$ cat src/rtl/uart_pkg.sv
// Shared UART types and defaults for the transmit serializer and its edge detector.
// Optional even parity is enabled by defining UART_TX_PARITY_EN.
package uart_pkg;

  typedef enum logic [2:0] {
    ST_IDLE   = 3'd0,
    ST_SYNC   = 3'd1,
    ST_START  = 3'd2,
    ST_DATA   = 3'd3,
    ST_PARITY = 3'd4,
    ST_STOP   = 3'd5
  } tx_state_e;

  localparam int   DEFAULT_DATA_BITS = 8;
  localparam int   DEFAULT_STOP_BITS = 1;
  localparam logic IDLE_LEVEL        = 1'b1;

endpackage

$ cat src/rtl/baud_edge_detect.sv
// Synchronizes the divider's baud_clk into the system domain and emits a one-cycle
// tick per rising edge; the first real synchronized sample after reset only primes it.
module baud_edge_detect
  import uart_pkg::*;
(
  input  logic clk_i,
  input  logic rst_ni,
  input  logic baud_clk_i,
  output logic baud_tick_o
);

  logic       sync1_q;
  logic       sync2_q;
  logic       prev_q;
  logic [1:0] fill_q;
  logic       primed_q;
  logic       tick_q;

  // fill_q tracks when sync2_q holds a genuine baud_clk sample rather than its reset
  // value, so a line that is already high at reset release cannot look like an edge.
  always_ff @(posedge clk_i) begin
    if (!rst_ni) begin
      sync1_q  <= 1'b0;
      sync2_q  <= 1'b0;
      prev_q   <= 1'b0;
      fill_q   <= 2'b00;
      primed_q <= 1'b0;
      tick_q   <= 1'b0;
    end else begin
      sync1_q  <= baud_clk_i;
      sync2_q  <= sync1_q;
      prev_q   <= sync2_q;
      fill_q   <= {fill_q[0], 1'b1};
      primed_q <= fill_q[1];
      tick_q   <= sync2_q & ~prev_q & primed_q;
    end
  end

  assign baud_tick_o = tick_q;

endmodule

$ cat src/rtl/uart_tx_serializer.sv
// UART transmitter: serializes one DATA_BITS word per frame, timed by ticks from baud_clk.
// Define UART_TX_PARITY_EN to insert an even-parity bit between the data and stop bits.
module uart_tx_serializer
  import uart_pkg::*;
#(
  parameter int DATA_BITS = DEFAULT_DATA_BITS,
  parameter int STOP_BITS = DEFAULT_STOP_BITS
) (
  input  logic                 clk_in,
  input  logic                 rst_n,
  input  logic                 baud_clk,
  input  logic [DATA_BITS-1:0] tx_data,
  input  logic                 tx_valid,
  output logic                 tx_ready,
  output logic                 tx,
  output logic                 busy,
  output tx_state_e            dbg_state
);

  localparam int CNT_W  = $clog2(DATA_BITS + 1);
  localparam int STOP_W = $clog2(STOP_BITS + 1);
  localparam logic [CNT_W-1:0]  LAST_BIT  = CNT_W'(DATA_BITS - 1);
  localparam logic [STOP_W-1:0] LAST_STOP = STOP_W'(STOP_BITS - 1);

  // Handshake: a word is taken on any posedge where tx_valid && tx_ready; tx_ready
  // then stays low until the final stop bit ends, and tx_valid is ignored meanwhile.
  logic                 baud_tick;
  logic                 accept;
  tx_state_e            state_q;
  logic [DATA_BITS-1:0] shift_q;
  logic [CNT_W-1:0]     bit_cnt_q;
  logic [STOP_W-1:0]    stop_cnt_q;
  logic                 tx_q;
  logic                 tx_d;
  logic                 tx_ready_q;
  logic                 busy_q;
`ifdef UART_TX_PARITY_EN
  logic                 parity_q;
`endif

  baud_edge_detect u_edge (
    .clk_i       (clk_in),
    .rst_ni      (rst_n),
    .baud_clk_i  (baud_clk),
    .baud_tick_o (baud_tick)
  );

  assign accept = tx_valid && tx_ready_q;

  always_comb begin
    tx_d = IDLE_LEVEL;
    case (state_q)
      ST_START:  tx_d = 1'b0;
      ST_DATA:   tx_d = shift_q[0];
`ifdef UART_TX_PARITY_EN
      ST_PARITY: tx_d = parity_q;
`endif
      default:   tx_d = IDLE_LEVEL;
    endcase
  end

  // tx follows the state register by one cycle; SYNC absorbs any tick that coincides
  // with the accept so the start bit always lasts a full baud period.
  always_ff @(posedge clk_in) begin
    if (!rst_n) begin
      state_q    <= ST_IDLE;
      shift_q    <= '0;
      bit_cnt_q  <= '0;
      stop_cnt_q <= '0;
      tx_q       <= IDLE_LEVEL;
      tx_ready_q <= 1'b0;
      busy_q     <= 1'b0;
`ifdef UART_TX_PARITY_EN
      parity_q   <= 1'b0;
`endif
    end else begin
      tx_q <= tx_d;
      case (state_q)
        ST_IDLE: begin
          tx_ready_q <= 1'b1;
          busy_q     <= 1'b0;
          if (accept) begin
            shift_q    <= tx_data;
`ifdef UART_TX_PARITY_EN
            parity_q   <= ^tx_data;
`endif
            state_q    <= ST_SYNC;
            tx_ready_q <= 1'b0;
            busy_q     <= 1'b1;
          end
        end
        ST_SYNC: begin
          if (baud_tick) state_q <= ST_START;
        end
        ST_START: begin
          if (baud_tick) begin
            state_q   <= ST_DATA;
            bit_cnt_q <= '0;
          end
        end
        ST_DATA: begin
          if (baud_tick) begin
            shift_q <= shift_q >> 1;
            if (bit_cnt_q == LAST_BIT) begin
              bit_cnt_q  <= '0;
              stop_cnt_q <= '0;
`ifdef UART_TX_PARITY_EN
              state_q    <= ST_PARITY;
`else
              state_q    <= ST_STOP;
`endif
            end else begin
              bit_cnt_q <= bit_cnt_q + 1'b1;
            end
          end
        end
`ifdef UART_TX_PARITY_EN
        ST_PARITY: begin
          if (baud_tick) begin
            state_q    <= ST_STOP;
            stop_cnt_q <= '0;
          end
        end
`endif
        ST_STOP: begin
          if (baud_tick) begin
            if (stop_cnt_q == LAST_STOP) begin
              state_q    <= ST_IDLE;
              tx_ready_q <= 1'b1;
              busy_q     <= 1'b0;
            end else begin
              stop_cnt_q <= stop_cnt_q + 1'b1;
            end
          end
        end
        default: begin
          state_q    <= ST_IDLE;
          tx_ready_q <= 1'b0;
          busy_q     <= 1'b0;
        end
      endcase
    end
  end

  assign tx        = tx_q;
  assign tx_ready  = tx_ready_q;
  assign busy      = busy_q;
  assign dbg_state = state_q;

endmodule

$ cat config.mk
export PLATFORM = sky130hd
export DESIGN_NAME = uart_tx_serializer
export DESIGN_NICKNAME = d
export VERILOG_FILES = /design/src/rtl/uart_pkg.sv /design/src/rtl/baud_edge_detect.sv /design/src/rtl/uart_tx_serializer.sv
export SDC_FILE = /design/constraint.sdc
export NUM_CORES = 1
export LEC_CHECK = 0
export ABC_AREA = 1
export CAP_MARGIN = 40
export CORE_AREA = 2 2 40 78
export CTS_BUF_LIST = sky130_fd_sc_hd__clkbuf_2 sky130_fd_sc_hd__clkbuf_4 sky130_fd_sc_hd__clkbuf_8
export DETAILED_ROUTE_END_ITERATION = 10
export DIE_AREA = 0 0 42 80
export PLACE_DENSITY = 0.65
export SLEW_MARGIN = 30
export SYNTH_ARGS = -nofsm -noshare
export SYNTH_HDL_FRONTEND = slang
export SYNTH_SLANG_ARGS = --single-unit
export TNS_END_PERCENT = 5
$ cat constraint.sdc
create_clock -name clk_in -period 2.1 [get_ports clk_in]
set_input_delay 0.21 -clock clk_in [delete_from_list [all_inputs] [get_ports clk_in]]
set_output_delay 0.21 -clock clk_in [all_outputs]
set_load 0.03 [all_outputs]
==> flow_summary.rst <==
.. list-table::
   :header-rows: 1

   * - Metric
     - Value
   * - Result of the run
     - complete, no violations
   * - Via Count
     - 1034
   * - Grt total ovfl
     - 0
   * - Data arrival, critical path
     - 1.49 ns
   * - Post-route ant nets
     - 0
   * - Fraction of layout cells with a size suffix above 1
     - 14.67%
   * - Number of detailed-routing iterations run before antenna repair
     - 4
   * - Number of remaining DRC errors
     - 0
   * - Setup Crit Path Kind
     - flop to output port
   * - Synth Net Count
     - 178
   * - Crit-path leading delay family
     - buffers and inverters
   * - TritonCTS sink count
     - 25
   * - Post-synthesis sequential element count
     - 25
   * - R2R setup slack
     - 0.80 ns
   * - Startpoint type of the worst setup path
     - flop
   * - Yosys top cell area share
     - 42.37%
   * - Adder and majority cell fraction of the synthesized area
     - 1.059%
   * - Clock input transition at the sequential cells of the worst setup and hold paths
     - 0.09 ns
   * - Cells taking the most area after synthesis
     - dfxtp_1 42%, nand2_1 13%, nor2_1 7.6%
   * - Finished layout cell area
     - 0.001421 mm^2
   * - Cell row count
     - 27
   * - Die Area
     - 0.003360 mm^2
   * - Crit share post-route
     - 80.97%
   * - Post-synthesis mux area share
     - 0%
   * - Vias in the first global route
     - 1000
   * - Pin count of the biggest net entering global routing
     - 23
   * - Max Fanout on Critical Path
     - 7
   * - IO Pins
     - 18
   * - Max_cap viols
     - 0
   * - Initial core utilization
     - 43.16%
   * - Clk_lat worst skew
     - 0.27 ns
   * - CTS-repair resized insts
     - 0
   * - Global-route total usage across every layer
     - 14.91%
   * - Longest Clk Path Bufs
     - 2
   * - Data required time of the critical path
     - 1.89 ns
   * - Port Buf Inserts
     - 17
   * - FMAX
     - 588.1 MHz
   * - Wire length reported by the detailed router
     - 2.277 mm
   * - Clock period minus final worst setup slack
     - 1.700 ns
   * - Compound-gate portion of the synthesized area
     - 8.792%
   * - Max Clock Skew
     - 0.003199 ns
   * - Routed wirelength normalized by instance count
     - 10.69 um
   * - Post-synthesis xor/xnor area fraction
     - 0.7415%
   * - 1st-iter DRT viols
     - 10
   * - Power Dens Cells
     - 1215 mW/mm^2
   * - DP HPWL
     - 1.779 mm
   * - Placed cell area
     - 0.001375 mm^2
   * - Relative slew slack
     - 75.11%
   * - Worst Hold Class
     - flop to flop
   * - Setup Buffers After CTS
     - 0
   * - Per-instance average area after synthesis
     - 7.158 um^2
   * - CP Buf/Inv Count
     - 1
   * - Root Buffer Master
     - clkbuf_8
   * - CTS tree
     - yes
   * - Post-synth design cell area
     - 0.001181 mm^2
   * - Synthesized netlist cell count
     - 165
   * - Cell type with the highest aggregate area in the netlist
     - dfxtp_1
   * - Share of flip-flops with an asynchronous set or reset
     - 0%
   * - Cell-by-cell listing of the critical path
     - clkdlybuf4s50_1
   * - Vias per std cell
     - 4.854
   * - Post-synth cell types
     - 25
   * - Biggest cell delay along the critical path
     - 0.73 ns
   * - Transition time at the pin with the least slew margin
     - 0.3694 ns
   * - Commonest register cell after synthesis
     - dfxtp_1
   * - Number of antenna violations at the first check in global routing
     - 0
   * - Wire length of the first global-routing pass
     - 3.974 mm
   * - Total count of max-transition violations in the final report
     - 0
   * - CTS hold repair buffers
     - 0
   * - Maximum level of the CTS H-tree
     - 1
   * - Number of filler cells placed in the layout
     - 280
   * - Final Wtd Congestion
     - 0.8196
   * - Simple logic cell fraction of the synthesized area
     - 37.39%
   * - Worst voltage drop across the vdd grid
     - 0.5941 mV
   * - Sequential area share after synthesis
     - 42.37%
   * - Unrepaired setup endpoints after global routing
     - no
   * - Setup-failing EPs final
     - 0
   * - Total leakage power
     - 0.6570 nW
   * - Number of failing hold endpoints at the final stage
     - 0
   * - Core area
     - 0.002736 mm^2
   * - Standard cell with the maximum stage delay on the critical path
     - clkdlybuf4s50_1
   * - Final core occ
     - 51.94%
   * - Diodes inserted
     - 0
   * - Count of warnings emitted by yosys
     - 0
   * - Number of nets at the end of the flow
     - 198
   * - Die span in x
     - 42 um
   * - Post-Route Setup TNS
     - 0 ns
   * - Nature of the critical path endpoint
     - output port
   * - Syn-to-layout area delta
     - 20.34%
   * - Die boundary height
     - 80 um
   * - Inserted Clock Buffers
     - 3
   * - Combinational family with the most area after synthesis
     - simple AND/OR/NAND/NOR gates
   * - Number of flops mapped to enable cells by yosys
     - 0
flip-flops by register name, summed over array words and instances, names as in the netlist, 2 cells and up:
register / flops
dbg_state: 3
u_edge.fill_q: 2
bit_cnt_q: 4
shift_q: 8
synthesized netlist by cell type, types with 2 or more instances:
cell type   n
a21oi_1     4
dfxtp_1    25
inv_1      22
inv_2       3
nand2_1    42
nand2_2     6
nand3_1    12
nand4_1     3
nor2_1     24
nor2_2      2
o21ai_0     2
o21ai_2     7
report_power, final:
group / internal, mW / total, mW / switching (mW)
clock: 0.133 / 0.285 / 0.152
combinational: 0.295 / 0.803 / 0.507
sequential: 0.559 / 0.639 / 0.0796
total: 0.988 / 1.73 / 0.739
layout by cell type (no fill, tap or decap):
cell type         n
o21ai_0           2
clkdlybuf4s50_1  17
nor2_4            1
buf_4             1
clkinv_2          1
nor3_1            1
xor2_1            1
nor3b_1           1
nand3_2           1
nor3_2            1
o21ai_2           7
nand3_1          12
nor2_1           24
nand2_1          42
clkbuf_8          3
a21oi_1           4
nand4_4           1
inv_2             3
ha_1              1
nand2_2           6
o21ai_1           1
nand4_1           3
nor2_2            2
dfxtp_1          25
o211ai_1          1
inv_1            22
metal layers:
layer / global-route usage [%] / part of all wire (%) / vias to the layer above
li1: - / - / 548
met1: 14.19 / 39 / 464
met2: 30.31 / 56 / 18
met3: 1.357 / 3.0 / 4
met4: 6.774 / 1.5 / 0
met5: 0 / 0 / -
kinds of logic (layout without fill, tap and decap cells):
logic type	count (synthesis)	after routing
adders and majority gates	1	1
buffers and inverters	28	47
and+or+nand+nor	95	95
xor gates and xnor gates	1	1
AOI/OAI and AO/OA	15	15
DFF	25	25
area by class of cell:
class | count | area (um^2) | share of cell area [%]
multi-input cells | 112 | 566.8 | 39.88
flip-flops and latches | 25 | 500.5 | 35.21
repair buffers | 18 | 177.7 | 12.50
inverters | 25 | 93.84 | 6.602
clock buffers | 3 | 41.29 | 2.905
well taps | 29 | 36.28 | 2.553
clock inverters | 1 | 5.005 | 0.3521
worst paths after layout:
kind | start | to | cells after the start
worst max-delay path | dbg_state[2]$_SDFFE_PN0P_ | dbg_state[2] | 1
worst min-delay path | u_edge.prev_q$_SDFF_PN0_ | u_edge.baud_tick_o$_SDFF_PN0_ | 1
worst max register to register | dbg_state[0]$_SDFFE_PN0P_ | shift_q[1]$_SDFFE_PN0P_ | 7
worst min register to register | u_edge.prev_q$_SDFF_PN0_ | u_edge.baud_tick_o$_SDFF_PN0_ | 1
metrics by stage:
stage | setup WS [ns] | total power, mW | cells | hold WS (ns)
2_1_floorplan | 0.7465 | 1.246 | 165 | 0.2377
3_3_place_gp | 0.6954 | 1.442 | 209 | 0.3743
3_5_place_dp | 0.6722 | 1.457 | 209 | 0.3790
6_report | 0.3996 | 1.727 | 213 | 0.3878
4_1_cts | 0.3911 | 1.743 | 213 | 0.3919
5_1_grt | 0.3589 | 1.857 | 213 | 0.4279
No activity file was read; power rests on OpenSTA's default activity.
==> RTL edit: new RTL, config.mk and constraints unchanged <==
Reset style: asynchronous (`rst_n` and `rst_ni`), changed in 2 clocked blocks. Comments in the files are not updated.
--- a/src/rtl/baud_edge_detect.sv
+++ b/src/rtl/baud_edge_detect.sv
@@ -19,5 +19,5 @@
   // fill_q tracks when sync2_q holds a genuine baud_clk sample rather than its reset
   // value, so a line that is already high at reset release cannot look like an edge.
-  always_ff @(posedge clk_i) begin
+  always_ff @(posedge clk_i or negedge rst_ni) begin
     if (!rst_ni) begin
       sync1_q  <= 1'b0;
--- a/src/rtl/uart_tx_serializer.sv
+++ b/src/rtl/uart_tx_serializer.sv
@@ -62,5 +62,5 @@
   // tx follows the state register by one cycle; SYNC absorbs any tick that coincides
   // with the accept so the start bit always lasts a full baud period.
-  always_ff @(posedge clk_in) begin
+  always_ff @(posedge clk_in or negedge rst_n) begin
     if (!rst_n) begin
       state_q    <= ST_IDLE;
Check against the original RTL: differs if rst_n is asserted again (counterexample within 4 cycles, from zero or initial values and one cycle with rst_n low); with rst_n held inactive, the same outputs for 10 cycles.
==> RTL edit against the unedited design <==
Sequential power grew 22%; total power grew 9.4%; die area is the same; synthesized area grew 3.7%; first-iteration DRC count grew 100%; sequential cell count is the same; largest cell class is now registers; synthesized cell count shrank 14%; setup slack lost 0.13 ns; routed wire length shrank 5.1%; design area grew 2.1%; via count shrank 6.7%; highest routed layer unchanged.
==> RTL edit: results (changes against the unedited design) <==
stage	metric	value	unit	change
status	status	finished, final reports clean		unchanged
global_routing	first-pass GRT wire length	3730	µm	was 3970 µm
placed_design	hpwl dp	1690	µm	was 1780 µm
global_routing	met2 usage	26.1	%	was 30.3%
critical_path	Worst EP arrival	1.62	ns	was 1.49 ns
power_and_ir_drop	Sw Pwr	802	µW	was 739 µW
placed_design	instance area after placement	1410	µm²	was 1380 µm²
synth	async set or reset register ratio after synthesis	100	%	was 0%
sta	Max Clock Skew	0.00628	ns	was 0.00320 ns
finish	FILL cells	271		was 280
detailed_routing	routed via count	965		was 1034
finish	Post-Layout Cell Count	190		was 213
global_routing	met3 usage	1.81	%	was 1.36%
detailed_routing	DRT iter0 DRCs	20		was 10
detailed_routing	met1 wire length	856	µm	was 891 µm
power_and_ir_drop	LEAKAGE	0.702	nW	was 0.657 nW
power_and_ir_drop	Internal Power	1.09	mW	was 988 µW
synth	Syn Nets	155		was 178
finish	fin nets	175		was 198
detailed_routing	met2 WL	1140	µm	was 1280 µm
worst_hold_path	Hold Crit Class	input port to asynchronous set/reset pin		was flip-flop to flip-flop
global_routing	met1 Use GR	16.0	%	was 14.2%
power_and_ir_drop	Clock power frac	14.9	%	was 16.5%
global_routing	largest net degree at the start of global routing	26		was 23
synth	Seq/Total Area, Yosys	51.2	%	was 42.4%
global_routing	gr usage total	14.7	%	was 14.9%
global_routing	vias in the first global route	880		was 1000
synth	unique cell type count in the Yosys netlist	21		was 25
[RTL edit: final cells by class]
cell class                 instances  area [µm²]  area share (%)
sequential                        25         627            43.2
multi-input combinational        102         515            35.5
timing repair buffer              19         185            12.8
clock buffer                       3        41.3            2.84
inverter                          11        41.3            2.84
tap                               29        36.3            2.50
clock inverter                     1        5.00           0.345
[RTL edit: logic make-up after synthesis]
logic type / synth area share, %
DFF: 51.2
buffers and inverters: 6.74
AOI/OAI and AO/OA: 5.82
adders and majority gates: 1.02
other: 0.306
and+or+nand+nor: 34.9
[RTL edit: path summary, 6_finish.rpt]
path                                   from               to  slack (ns)  cells past startpoint
setup / recovery               dbg_state[0]     dbg_state[0]        0.27                      1
setup reg to reg               dbg_state[0]     dbg_state[1]        0.73                      7
max in group asynchronous             rst_n               tx        1.53                      2
hold / removal                        rst_n     bit_cnt_q[2]        0.29                      2
min in group clk_in        u_edge.fill_q[1]  u_edge.primed_q        0.36                      0
hold reg to reg            u_edge.fill_q[1]  u_edge.primed_q        0.36                      0
